File: src/rtl/mult_pkg.sv
// Shared state encoding and sizing constants for the shift-and-add multiplier.
package mult_pkg;

    typedef enum logic [1:0] {
        IDLE = 2'd0,
        CALC = 2'd1,
        DONE = 2'd2
    } state_e;

    localparam int MULT_N = 32;
    // Six bits count to 63, enough for the widest legal operand (64 bits).
    localparam int CNT_W  = 6;

endpackage

File: src/rtl/cla_adder.sv
// N-bit carry-lookahead adder (parallel-prefix carries); purely combinational.
// Latency: 0 cycles; no flow control.
module cla_adder #(
    parameter int N = 32
) (
    input  logic [N-1:0] a_i,
    input  logic [N-1:0] b_i,
    input  logic         cin_i,
    output logic [N-1:0] sum_o,
    output logic         cout_o
);

    // Kogge-Stone prefix tree; cin is folded into bit 0's generate term.
    function automatic logic [N:0] prefix_add(input logic [N-1:0] a,
                                              input logic [N-1:0] b,
                                              input logic         cin);
        logic [N-1:0] p0;
        logic [N-1:0] g;
        logic [N-1:0] p;
        logic [N-1:0] gn;
        logic [N-1:0] pn;
        p0   = a ^ b;
        g    = a & b;
        g[0] = g[0] | (p0[0] & cin);
        p    = p0;
        for (int d = 1; d < N; d = d * 2) begin
            gn = g;
            pn = p;
            for (int i = d; i < N; i++) begin
                gn[i] = g[i] | (p[i] & g[i-d]);
                pn[i] = p[i] & p[i-d];
            end
            g = gn;
            p = pn;
        end
        return {g[N-1], p0 ^ {g[N-2:0], cin}};
    endfunction

    assign {cout_o, sum_o} = prefix_add(a_i, b_i, cin_i);

endmodule

File: src/rtl/shift_add_mult.sv
// Sequential shift-and-add multiplier, one multiplier bit per cycle; ZERO_SKIP_EN shortcuts zero operands.
// Latency: resp_valid N edges after accept (1 with zero skip); product held until resp_ready, abort cancels.
module shift_add_mult
    import mult_pkg::*;
#(
    parameter int N = MULT_N
) (
    input  logic           clk,
    input  logic           rst_n,
    input  logic           req_valid,
    output logic           req_ready,
    input  logic [N-1:0]   a_in,
    input  logic [N-1:0]   b_in,
    input  logic           abort,
    output logic           resp_valid,
    input  logic           resp_ready,
    output logic [2*N-1:0] product,
    output logic           busy
);

    localparam logic [CNT_W-1:0] LAST = CNT_W'(N - 1);

    state_e             state_q, state_d;
    logic [CNT_W-1:0]   cnt_q, cnt_d;
    logic [N-1:0]       mcand_q, mcand_d;
    logic [2*N-1:0]     acc_q, acc_d;
    logic [2*N-1:0]     product_q, product_d;

    logic               accept;
    logic               skip;
    logic               calc_last;
    logic [N-1:0]       addend;
    logic [N-1:0]       sum;
    logic               cout;
    logic [2*N-1:0]     acc_step;

    assign accept    = (state_q == IDLE) && req_valid;
    assign calc_last = (cnt_q == LAST);

`ifdef ZERO_SKIP_EN
    assign skip = (a_in == '0) || (b_in == '0);
`else
    assign skip = 1'b0;
`endif

    assign addend = acc_q[0] ? mcand_q : '0;

    cla_adder #(.N(N)) u_adder (
        .a_i    (acc_q[2*N-1:N]),
        .b_i    (addend),
        .cin_i  (1'b0),
        .sum_o  (sum),
        .cout_o (cout)
    );

    // Carry-out becomes the new MSB while the consumed multiplier bit drops off the bottom.
    assign acc_step = {cout, sum, acc_q[N-1:1]};

    always_ff @(posedge clk or negedge rst_n) begin
        if (!rst_n) begin
            state_q <= IDLE;
        end else begin
            state_q <= state_d;
        end
    end

    always_comb begin
        state_d = state_q;
        if (abort) begin
            state_d = IDLE;
        end else begin
            unique case (state_q)
                IDLE:    if (req_valid)  state_d = skip ? DONE : CALC;
                CALC:    if (calc_last)  state_d = DONE;
                DONE:    if (resp_ready) state_d = IDLE;
                default:                 state_d = IDLE;
            endcase
        end
    end

    always_comb begin
        req_ready  = (state_q == IDLE);
        busy       = (state_q == CALC);
        resp_valid = (state_q == DONE);
        product    = product_q;
    end

    // Abort freezes the datapath so acc and product keep their last values.
    always_comb begin
        cnt_d     = cnt_q;
        mcand_d   = mcand_q;
        acc_d     = acc_q;
        product_d = product_q;
        if (!abort) begin
            if (accept) begin
                mcand_d = a_in;
                acc_d   = {{N{1'b0}}, b_in};
                cnt_d   = '0;
                if (skip) begin
                    acc_d     = '0;
                    product_d = '0;
                end
            end else if (state_q == CALC) begin
                acc_d = acc_step;
                cnt_d = cnt_q + CNT_W'(1);
                if (calc_last) begin
                    product_d = acc_step;
                end
            end
        end
    end

    always_ff @(posedge clk or negedge rst_n) begin
        if (!rst_n) begin
            cnt_q     <= '0;
            mcand_q   <= '0;
            acc_q     <= '0;
            product_q <= '0;
        end else begin
            cnt_q     <= cnt_d;
            mcand_q   <= mcand_d;
            acc_q     <= acc_d;
            product_q <= product_d;
        end
    end

endmodule

File: config.mk
export PLATFORM = sky130hd
export DESIGN_NAME = shift_add_mult
export DESIGN_NICKNAME = d
export VERILOG_FILES = /design/src/rtl/mult_pkg.sv /design/src/rtl/cla_adder.sv /design/src/rtl/shift_add_mult.sv
export SDC_FILE = /design/constraint.sdc
export NUM_CORES = 1
export LEC_CHECK = 0
export BUFFER_PORTS_ARGS = -buffer_cell sky130_fd_sc_hd__clkbuf_2
export CELL_PAD_IN_SITES_DETAIL_PLACEMENT = 0
export CELL_PAD_IN_SITES_GLOBAL_PLACEMENT = 1
export CORE_AREA = 10 10 154 156
export DETAILED_ROUTE_END_ITERATION = 10
export DIE_AREA = 0 0 164 166
export PLACE_DENSITY = 0.78
export REMOVE_ABC_BUFFERS = 1
export SKIP_LAST_GASP = 1
export SYNTH_ARGS = -nofsm -noshare
export SYNTH_HDL_FRONTEND = slang
export SYNTH_SLANG_ARGS = --single-unit
File: constraint.sdc
create_clock -name clk -period 3.5 [get_ports clk]
set_input_delay 0.7 -clock clk [delete_from_list [all_inputs] [get_ports clk]]
set_output_delay 0.7 -clock clk [all_outputs]
set_load 0.005 [all_outputs]
Word level (Yosys, flattened, before mapping) --
Cells that the tools add are included.
Cells by class: add/sub/neg operators 1, reductions and logical operators 7, muxes and demuxes 10, equality and inequality tests 6, bitwise gates (word level) 361
Operator list (number):
- $and A1 B1 Y1 | 227
- $or A1 B1 Y1 | 129
- $mux W64 | 2
- $xor A32 B32 Y32 | 2
- $and A32 B32 Y32 | 1
- $mux W32 | 1
- $mux W6 | 2
- $ne A3 B2 Y1 const B | 3
- $mux W2 | 4
- $add A6 B1 Y6 const B | 1
- $eq A6 B5 Y1 const B | 1
- $pmux W2 S3 | 1
- $reduce_and A2 Y1 | 2
- $reduce_and A4 Y1 | 1
- $reduce_and A3 Y1 | 1
- $eq A2 B1 Y1 const B | 1
- $eq A2 B2 Y1 const B | 1
- $logic_not A2 Y1 | 1
- $not A1 Y1 | 2
- $reduce_bool A2 Y1 | 1
- $logic_and A1 B1 Y1 | 1
Storage, ports and cells: word-level logic and storage cells 390, output and inout bits 67, flip-flop bits (word level) 168

Depth between registers and ports, before layout --
Gate-level depths: netlist (run 1).
depth after elaboration 14, depth in mapped cells 11, mapped depth without buffers 10

By module --
A second synthesis (run 1) with hierarchy kept.
Unflattened totals: cell total of the unflattened synthesis 854, area, all modules 8842.2 µm²
By module, submodules not included:
- shift_add_mult | cells each 598, area each 7046.8 µm², times used 1, seq. area each 4204.0 µm²
- cla_adder | cells each 256, area each 1795.5 µm², times used 1, seq. area each 0.0 µm²

Least setup slack after synthesis (run 1) --
No wires, ideal clock.
path kind register -> register, start register acc_q[0], end register product_q[58] (netlist: product[58]), stages on the path, launching flop included 11, setup time 0.125 ns, path slack 0.708 ns, arrival time 2.667 ns, clock period less this slack 2.792 ns, required time 3.375 ns, path buffers 1, cells stage by stage dfrtp_1 -> clkbuf_1 -> and2_1 -> ha_1 -> a21oi_4 -> o21ai_2 -> a221o_1 -> or3_4 -> a211oi_4 -> xnor2_1 -> mux2_4
On the way: longest elaborated chain between the ends 12, elaborated cells between the ends (all ways) 79, those cells by class 1 x mux; 78 x bitwise
Ends and longest elaborated chain:
- start, declared | RTL line shift_add_mult.sv:26 | logic [2*N-1:0] acc_q, acc_d;
- start signal, assigned | RTL line shift_add_mult.sv:117 | acc_q <= '0;
- start signal, assigned | RTL line shift_add_mult.sv:122 | acc_q <= acc_d;
- $mux W32 * | RTL line shift_add_mult.sv:46 | assign addend = acc_q[0] ? mcand_q : '0;
- $xor A32 B32 Y32 / $and A32 B32 Y32 (equally long branches) | RTL line cla_adder.sv:22, cla_adder.sv:23
- $and A1 B1 Y1 | RTL line cla_adder.sv:30 | gn[i] = g[i] | (p[i] & g[i-d]);
- $or A1 B1 Y1 | RTL line cla_adder.sv:30
- $and A1 B1 Y1 | RTL line cla_adder.sv:30
- $or A1 B1 Y1 | RTL line cla_adder.sv:30
- $and A1 B1 Y1 | RTL line cla_adder.sv:30
- $or A1 B1 Y1 | RTL line cla_adder.sv:30
- $and A1 B1 Y1 / $or A1 B1 Y1 (equally long branches) | RTL line cla_adder.sv:30
- $or A1 B1 Y1 / $and A1 B1 Y1 (equally long branches) | RTL line cla_adder.sv:30
- $or A1 B1 Y1 | RTL line cla_adder.sv:30
- $xor A32 B32 Y32 * | RTL line cla_adder.sv:36 | return {g[N-1], p0 ^ {g[N-2:0], cin}};
- end signal, assigned | RTL line shift_add_mult.sv:123 | product_q <= product_d;
- end, declared | RTL line shift_add_mult.sv:27 | logic [2*N-1:0] product_q, product_d;
Every way passes the cells marked *; elsewhere a longest branch is shown, timed or not. A chain may end at the register's enable or synchronous reset.

Worst setup path in the final report (run 1) --
start register acc_q[0], end register acc_q[59]
On the way: longest elaborated chain between the ends 14, elaborated cells between the ends (all ways) 83, those cells by class 3 x mux; 80 x bitwise
Ends and longest elaborated chain:
- $mux W32 * | RTL line shift_add_mult.sv:46
- $xor A32 B32 Y32 / $and A32 B32 Y32 (equally long branches) | RTL line cla_adder.sv:22, cla_adder.sv:23
- $and A1 B1 Y1 | RTL line cla_adder.sv:30
- $or A1 B1 Y1 | RTL line cla_adder.sv:30
- $and A1 B1 Y1 | RTL line cla_adder.sv:30
- $or A1 B1 Y1 | RTL line cla_adder.sv:30
- $and A1 B1 Y1 | RTL line cla_adder.sv:30
- $or A1 B1 Y1 | RTL line cla_adder.sv:30
- $and A1 B1 Y1 / $or A1 B1 Y1 (equally long branches) | RTL line cla_adder.sv:30
- $or A1 B1 Y1 / $and A1 B1 Y1 (equally long branches) | RTL line cla_adder.sv:30
- $or A1 B1 Y1 | RTL line cla_adder.sv:30
- $xor A32 B32 Y32 * | RTL line cla_adder.sv:36
- $mux W64 * | RTL line shift_add_mult.sv:103 | end else if (state_q == CALC) begin
- $mux W64 * | RTL line shift_add_mult.sv:95 | if (accept) begin
Every way passes the cells marked *; elsewhere a longest branch is shown, timed or not. The select of a mux whose other input is x is not followed.

==> out/metrics.csv, run 1 <==
metric;value;unit
outcome;finished clean;
drc violations;0;
Register-to-Register Path Depth;10;
Worst R2R Start;acc_q[0]$_DFFE_PN0P_;
RSZ-0062 raised after global routing;false;
DR WL/cell;16.3;um
Synth Area in XOR/XNOR;2.61;%
Compound-Gate Fraction of Synth Area;15.0;%
Static Leak;5.35;nW
mux contribution to synthesized area;5.11;%
first-pass detailed-route iteration total;5;
die height;166;um
Root Buffer;clkbuf_16;
FF-to-FF setup slack;0.27;ns
most common flop cell mapped by yosys;dfrtp_1;
Cells after Synth;968;
Total Routing Usage GR;16.8;%
CTS Buffer Depth;2;
fillers;2035;
Worst Tran Pin Value;0.844;ns
maximum net fanout on the critical path;23;
post-synthesis sequential area ratio;48.2;%
largest net degree at the start of global routing;90;
Mapped Area;8720;um2
worst path bufs/invs;0;
post-layout minimum cycle time;3.23;ns
kind of critical path;reg -> reg;
slowest stage cell, crit path;dfrtp_2;
total gr overflow;0;
Period Utilization, post-route;92.3;%
Sink Count;168;
Crit path max-delay family;simple AND/OR/NAND/NOR gates;
Post-DP HPWL;15800;um
Worst R2R End;acc_q[59]$_DFFE_PN0P_;
fmax;309;MHz
relative slew slack;43.7;%
largest family of logic cells by synthesized area;simple AND/OR/NAND/NOR gates;
Post-Route Skew;0.0119;ns
Min Hold Slack;0.331;ns
Post-Route WL;22300;um
Synth Area in Adders;4.96;%
Post-Synth Simple-Gate Area;21.1;%
Clock Latency Late Sink;0.44;ns
Antenna Nets Post-Route;0;
EDFF count, synth;0;
I/O Pins;136;
initial antenna violation count;0;
Max Slew Vio Count;0;
pwr dens;526;nW/um2
max_cap viols;0;
worst min path class;in -> async;
Syn Area/Cell;9.01;um2
Hold Violations, Final;0;
Setup WS pre-CTS;0.147;ns
number of buffers created by CTS;17;
DR vias;6968;
most common cell after layout, fill and taps aside;nand2_1;
initial core utilization;42.2;%
routability cong.;0.824;
Setup WS post-layout;0.269;ns
Port Buf Inserts;135;
Placeable Area;20700;um2
H-Tree Depth;4;
CTS tree;built;
synth unique cells;57;
Reg clk slew, reported paths;0.07;ns
WP data required;3.87;ns
most frequent cells in the layout;284 x nand2_1, 167 x dfrtp_1, 134 x clkbuf_2;
Die ar.;27200;um2
crit-path max cell delay;0.54;ns
register cell area after layout;4210;um2
cell row count;53;
ANT cells;0;
ys async rst share;100;%
yosys warns;0;
CP Cell Sequence;and2_1, ha_1, fa_1, a211oi_1, o21ai_1, nor2_1, o211ai_1, o2111a_1, or4_1, nand3_1;
area of the multi-input gates;4290;um2
vias in the first global route;7176;
startpoint types;register;
Yosys reg bits;168;
first-pass GRT wire length;37500;um
nets;1186;
maximum VDD drop;0.319;mV
Final Setup Violations;0;
iteration-0 DRC count of the detailed router;398;
share of layout cells above drive strength 1;19.2;%
vias per inst;5.08;
WP data arrival;3.60;ns
Worst setup EP type;register;
Die X;164;um
area grow syn2layout;18.3;%
==> routing by layer <==
metal  vias up  track usage, %  share of wire (%)
met3        17            3.87                4.3
li1       3552               -                  -
met2        98            26.3                 47
met5         -               0                  0
met1      3301            23.0                 48
met4         0            4.12                1.3
==> sequential cells by signal, indices dropped and copies added, names as in the netlist <==
register	flops
cnt_q	6
product	64
mcand_q	32
state_q	2
acc_q	64
==> layout make-up <==
type	count	share of cell area, %
multi-input cells	732	41.6
flip-flops and latches	168	40.7
repair buffers	152	8.09
clock buffers	17	4.12
well taps	275	3.33
clock inverters	15	1.70
inverters	12	0.436
==> per-stage QoR <==
stage	cell area, um2	TNS (ns)	utilization [%]	power, mW	cells
after global placement	9720	0	47.0	3.55	1339
after CTS	10300	0	49.9	5.48	1371
after global routing	10300	0	49.9	5.76	1371
after floorplan	8510	-72.73	-	3.18	912
final	10300	0	49.9	5.43	1371
after detailed placement	9720	0	47.0	3.57	1339
==> worst reg2reg max path: stages (launching register included) <==
cell,delay (ns)
dfrtp_2,0.54
and2_1,0.21
ha_1,0.23
fa_1,0.44
a211oi_1,0.25
o21ai_1,0.18
nor2_1,0.20
o211ai_1,0.19
o2111a_1,0.34
or4_1,0.49
nand3_1,0.10
==> report_power, final <==
| part | switching, mW | internal, mW | leakage, nW |
|---|---|---|---|
| clock | 0.937 | 0.972 | 0.295 |
| combinational | 0.688 | 0.452 | 2.81 |
| sequential | 0.191 | 2.19 | 2.24 |
| total | 1.82 | 3.62 | 5.35 |
==> worst max path at each step <==
stage          slack (ns)                      end                 start  cells after the start
3_3_place_gp         0.26  product[57]$_DFFE_PN0P_  acc_q[0]$_DFFE_PN0P_                     10
4_1_cts              0.11    acc_q[59]$_DFFE_PN0P_  acc_q[0]$_DFFE_PN0P_                     10
6_report             0.27    acc_q[59]$_DFFE_PN0P_  acc_q[0]$_DFFE_PN0P_                     10
2_1_floorplan       -1.50    acc_q[44]$_DFFE_PN0P_             req_valid                      4
3_5_place_dp         0.15    acc_q[59]$_DFFE_PN0P_  acc_q[0]$_DFFE_PN0P_                     10
5_1_grt              0.06  product[59]$_DFFE_PN0P_  acc_q[0]$_DFFE_PN0P_                     10
==> timing repair <==
action / 4_1_cts / 5_1_grt
buffers inserted: 0 / 0
endpoints found under the setup margin: 0 / 3
hold buffers: 0 / 0
gates resized for setup: 0 / 1
==> Yosys cell counts (3+ instances only) <==
library cell    n  share of area [%]
dfrtp_1       168                 48
ha_1           33                4.7
buf_1           4               0.17
clkbuf_1       51                2.2
a21o_1         19                1.6
o21bai_1        3               0.26
or4_1           4               0.34
and2_1         38                2.7
nor3_1          7               0.40
nand3_1        30                1.7
nand4_1         9               0.65
and3_1          5               0.36
o21ai_0        63                3.6
o21ai_1        29                1.7
inv_1          12               0.52
mux2_2          7               0.90
a211oi_1        3               0.26
xor2_1          8               0.80
and4_1          3               0.30
mux2i_1        34                3.9
a22o_1          8               0.80
o211ai_1       10               0.86
nor2_1         21               0.90
a31oi_1         5               0.36
nand2b_1        4               0.29
o31ai_1         5               0.43
xnor2_1        18                1.8
nor2b_1         6               0.43
nand2_1       285                 12
a21oi_1        39                2.2
==> kinds of logic (layout without fill, tap and decap cells) <==
logic type                 Yosys count  count (layout)
and+or+nand+nor                    420             420
AOI/OAI and AO/OA                  209             209
DFF                                168             168
buffers and inverters               68             196
muxes                               43              43
adders and majority gates           34              34
xor gates and xnor gates            26              26
Note: power is estimated with default switching activity, not from simulation.
==> inputs of run 2 (changes only) <==
CELL_PAD_IN_SITES_DETAIL_PLACEMENT = 1   (was 0)
CORE_AREA = 10 10 159 161   (was 10 10 154 156)
DIE_AREA = 0 0 169 171   (was 0 0 164 166)
PLACE_DENSITY = 0.73   (was 0.78)
==> run 2 against run 1 <==
Sequential share of layout area down 0.074 points. Cell count is 1.0% higher. Wire length grew 13%. First-iteration DRC count increased by 7.5%. Largest power group unchanged. Flip-flop and latch count is the same.
==> out/metrics.csv, run 2 (synthesis results as in run 1) <==
metric;value;unit
cell row count;55;
cell count after placement;1353;
Static Leak;5.36;nW
area grow syn2layout;18.5;%
I/O Pins;136;
Clock Latency Late Sink;0.44;ns
H-Tree Depth;4;
iteration-0 DRC count of the detailed router;428;
maximum net fanout on the critical path;18;
Port Buf Inserts;135;
Switch Pwr;1.86;mW
Comb pwr share;21.9;%
Worst Setup SP;acc_q[0]$_DFFE_PN0P_;
sequential power share;43.7;%
kind of critical path;reg -> reg;
vias per inst;5.24;
Post-DP HPWL;18000;um
Design Area, Final;10300;um2
Post-Route Skew;0.0115;ns
Worst setup EP type;register;
outcome;finished clean;
share of layout cells above drive strength 1;19.4;%
Die X;169;um
post-layout minimum cycle time;3.20;ns
Final Setup Violations;0;
sw frac;34.0;%
# resized after CTS;0;
CTS tree;built;
relative slew slack;46.8;%
drc violations;0;
Reg clk slew, reported paths;0.07;ns
FF-to-FF setup slack;0.30;ns
max_cap viols;0;
crit-path max cell delay;0.52;ns
number of buffers created by CTS;17;
first-pass GRT wire length;41900;um
routability cong.;0.854;
most frequent cells in the layout;284 x nand2_1, 167 x dfrtp_1, 134 x clkbuf_2;
Hold Violations, Final;0;
Die ar.;28900;um2
Worst Tran Pin Value;0.796;ns
slowest stage cell, crit path;dfrtp_2;
total gr overflow;0;
Max Slew Vio Count;0;
Period Utilization, post-route;91.3;%
hold_buf cts;0;
worst path bufs/invs;0;
Non-Filler Instances;1385;
Int Pwr;3.61;mW
DR WL/cell;18.2;um
vias in the first global route;7884;
WP data required;3.88;ns
Sink Count;168;
clock power share;34.4;%
die height;171;um
Post-Route WL;25200;um
Worst R2R Start;acc_q[0]$_DFFE_PN0P_;
WP data arrival;3.57;ns
most common cell after layout, fill and taps aside;nand2_1;
Crit path max-delay family;simple AND/OR/NAND/NOR gates;
nets;1190;
Post-DP Area;9760;um2
Total Routing Usage GR;17.7;%
Antenna Nets Post-Route;0;
Root Buffer;clkbuf_16;
pwr dens;529;nW/um2
# Post-CTS Setup Buffers;0;
Placeable Area;22200;um2
CP Cell Sequence;and2_1, ha_1, fa_1, a211oi_1, o21ai_1, nor2_1, o211ai_1, o2111a_1, or4_1, nand3_1;
RSZ-0062 raised after global routing;false;
worst min path class;in -> async;
CTS Buffer Depth;2;
largest net degree at the start of global routing;65;
ANT cells;0;
initial core utilization;39.2;%
initial antenna violation count;0;
startpoint types;register;
DR vias;7263;
first-pass detailed-route iteration total;4;
fmax;313;MHz
maximum VDD drop;0.297;mV
## run 2: cell types whose count changed in the layout (fill, tap and decap cells not counted)
cell        previous run  this run
inv_12                 1         0
clkinv_8               4         2
clkinvlp_4             0         1
clkinv_4               0         2
buf_4                 15        19
nand2b_2               2         1
inv_8                  4         5
nand2b_1               2         3
inv_6                  5         4
## run 2: path summary, 6_finish.rpt
check / end / depth (start not counted)
max: product[59]$_DFFE_PN0P_ / 10
min reg2reg: mcand_q[28]$_DFFE_PN0P_ / 2
min in group clk: mcand_q[1]$_DFFE_PN0P_ / 3
min: product[34]$_DFFE_PN0P_ / 1
max reg2reg: product[59]$_DFFE_PN0P_ / 10
max in group asynchronous: acc_q[55]$_DFFE_PN0P_ / 2
## run 2: area by class of cell
| type | instances | area (um2) |
|---|---|---|
| flip-flops and latches | 168 | 4210 |
| multi-input cells | 732 | 4290 |
| fillers | 2651 | 11900 |
| repair buffers | 156 | 865 |
| clock inverters | 15 | 154 |
| well taps | 285 | 357 |
| inverters | 12 | 45.0 |
| clock buffers | 17 | 425 |
## run 2: power by group through the flow
stage / Combinational [mW] / Clock (mW) / Sequential (mW)
4_1_cts: 1.21 / 1.92 / 2.39
5_1_grt: 1.35 / 2.01 / 2.43
3_3_place_gp: 1.16 / 0 / 2.41
6_report: 1.20 / 1.88 / 2.39
2_1_floorplan: 0.817 / 0 / 2.36
3_5_place_dp: 1.20 / 0 / 2.42
## run 2: layer usage
layer,part of all wire [%],routed length [um],global-route usage (%)
met5,0,0,0
met4,0.94,238,4.20
met3,3.2,805,3.53
met2,50,12500,29.8
met1,46,11700,23.0
## run 2: per-stage QoR
step	power, mW	worst slack, ns	hold slack [ns]	utilization (%)	setup TNS [ns]
after global placement	3.57	0.329	0.457	43.9	0
after global routing	5.79	0.0829	0.294	46.5	0
final	5.46	0.304	0.254	46.5	0
after detailed placement	3.62	0.208	0.458	43.9	0
after floorplan	3.18	-1.50	0.404	-	-72.73
after CTS	5.52	0.180	0.285	46.5	0
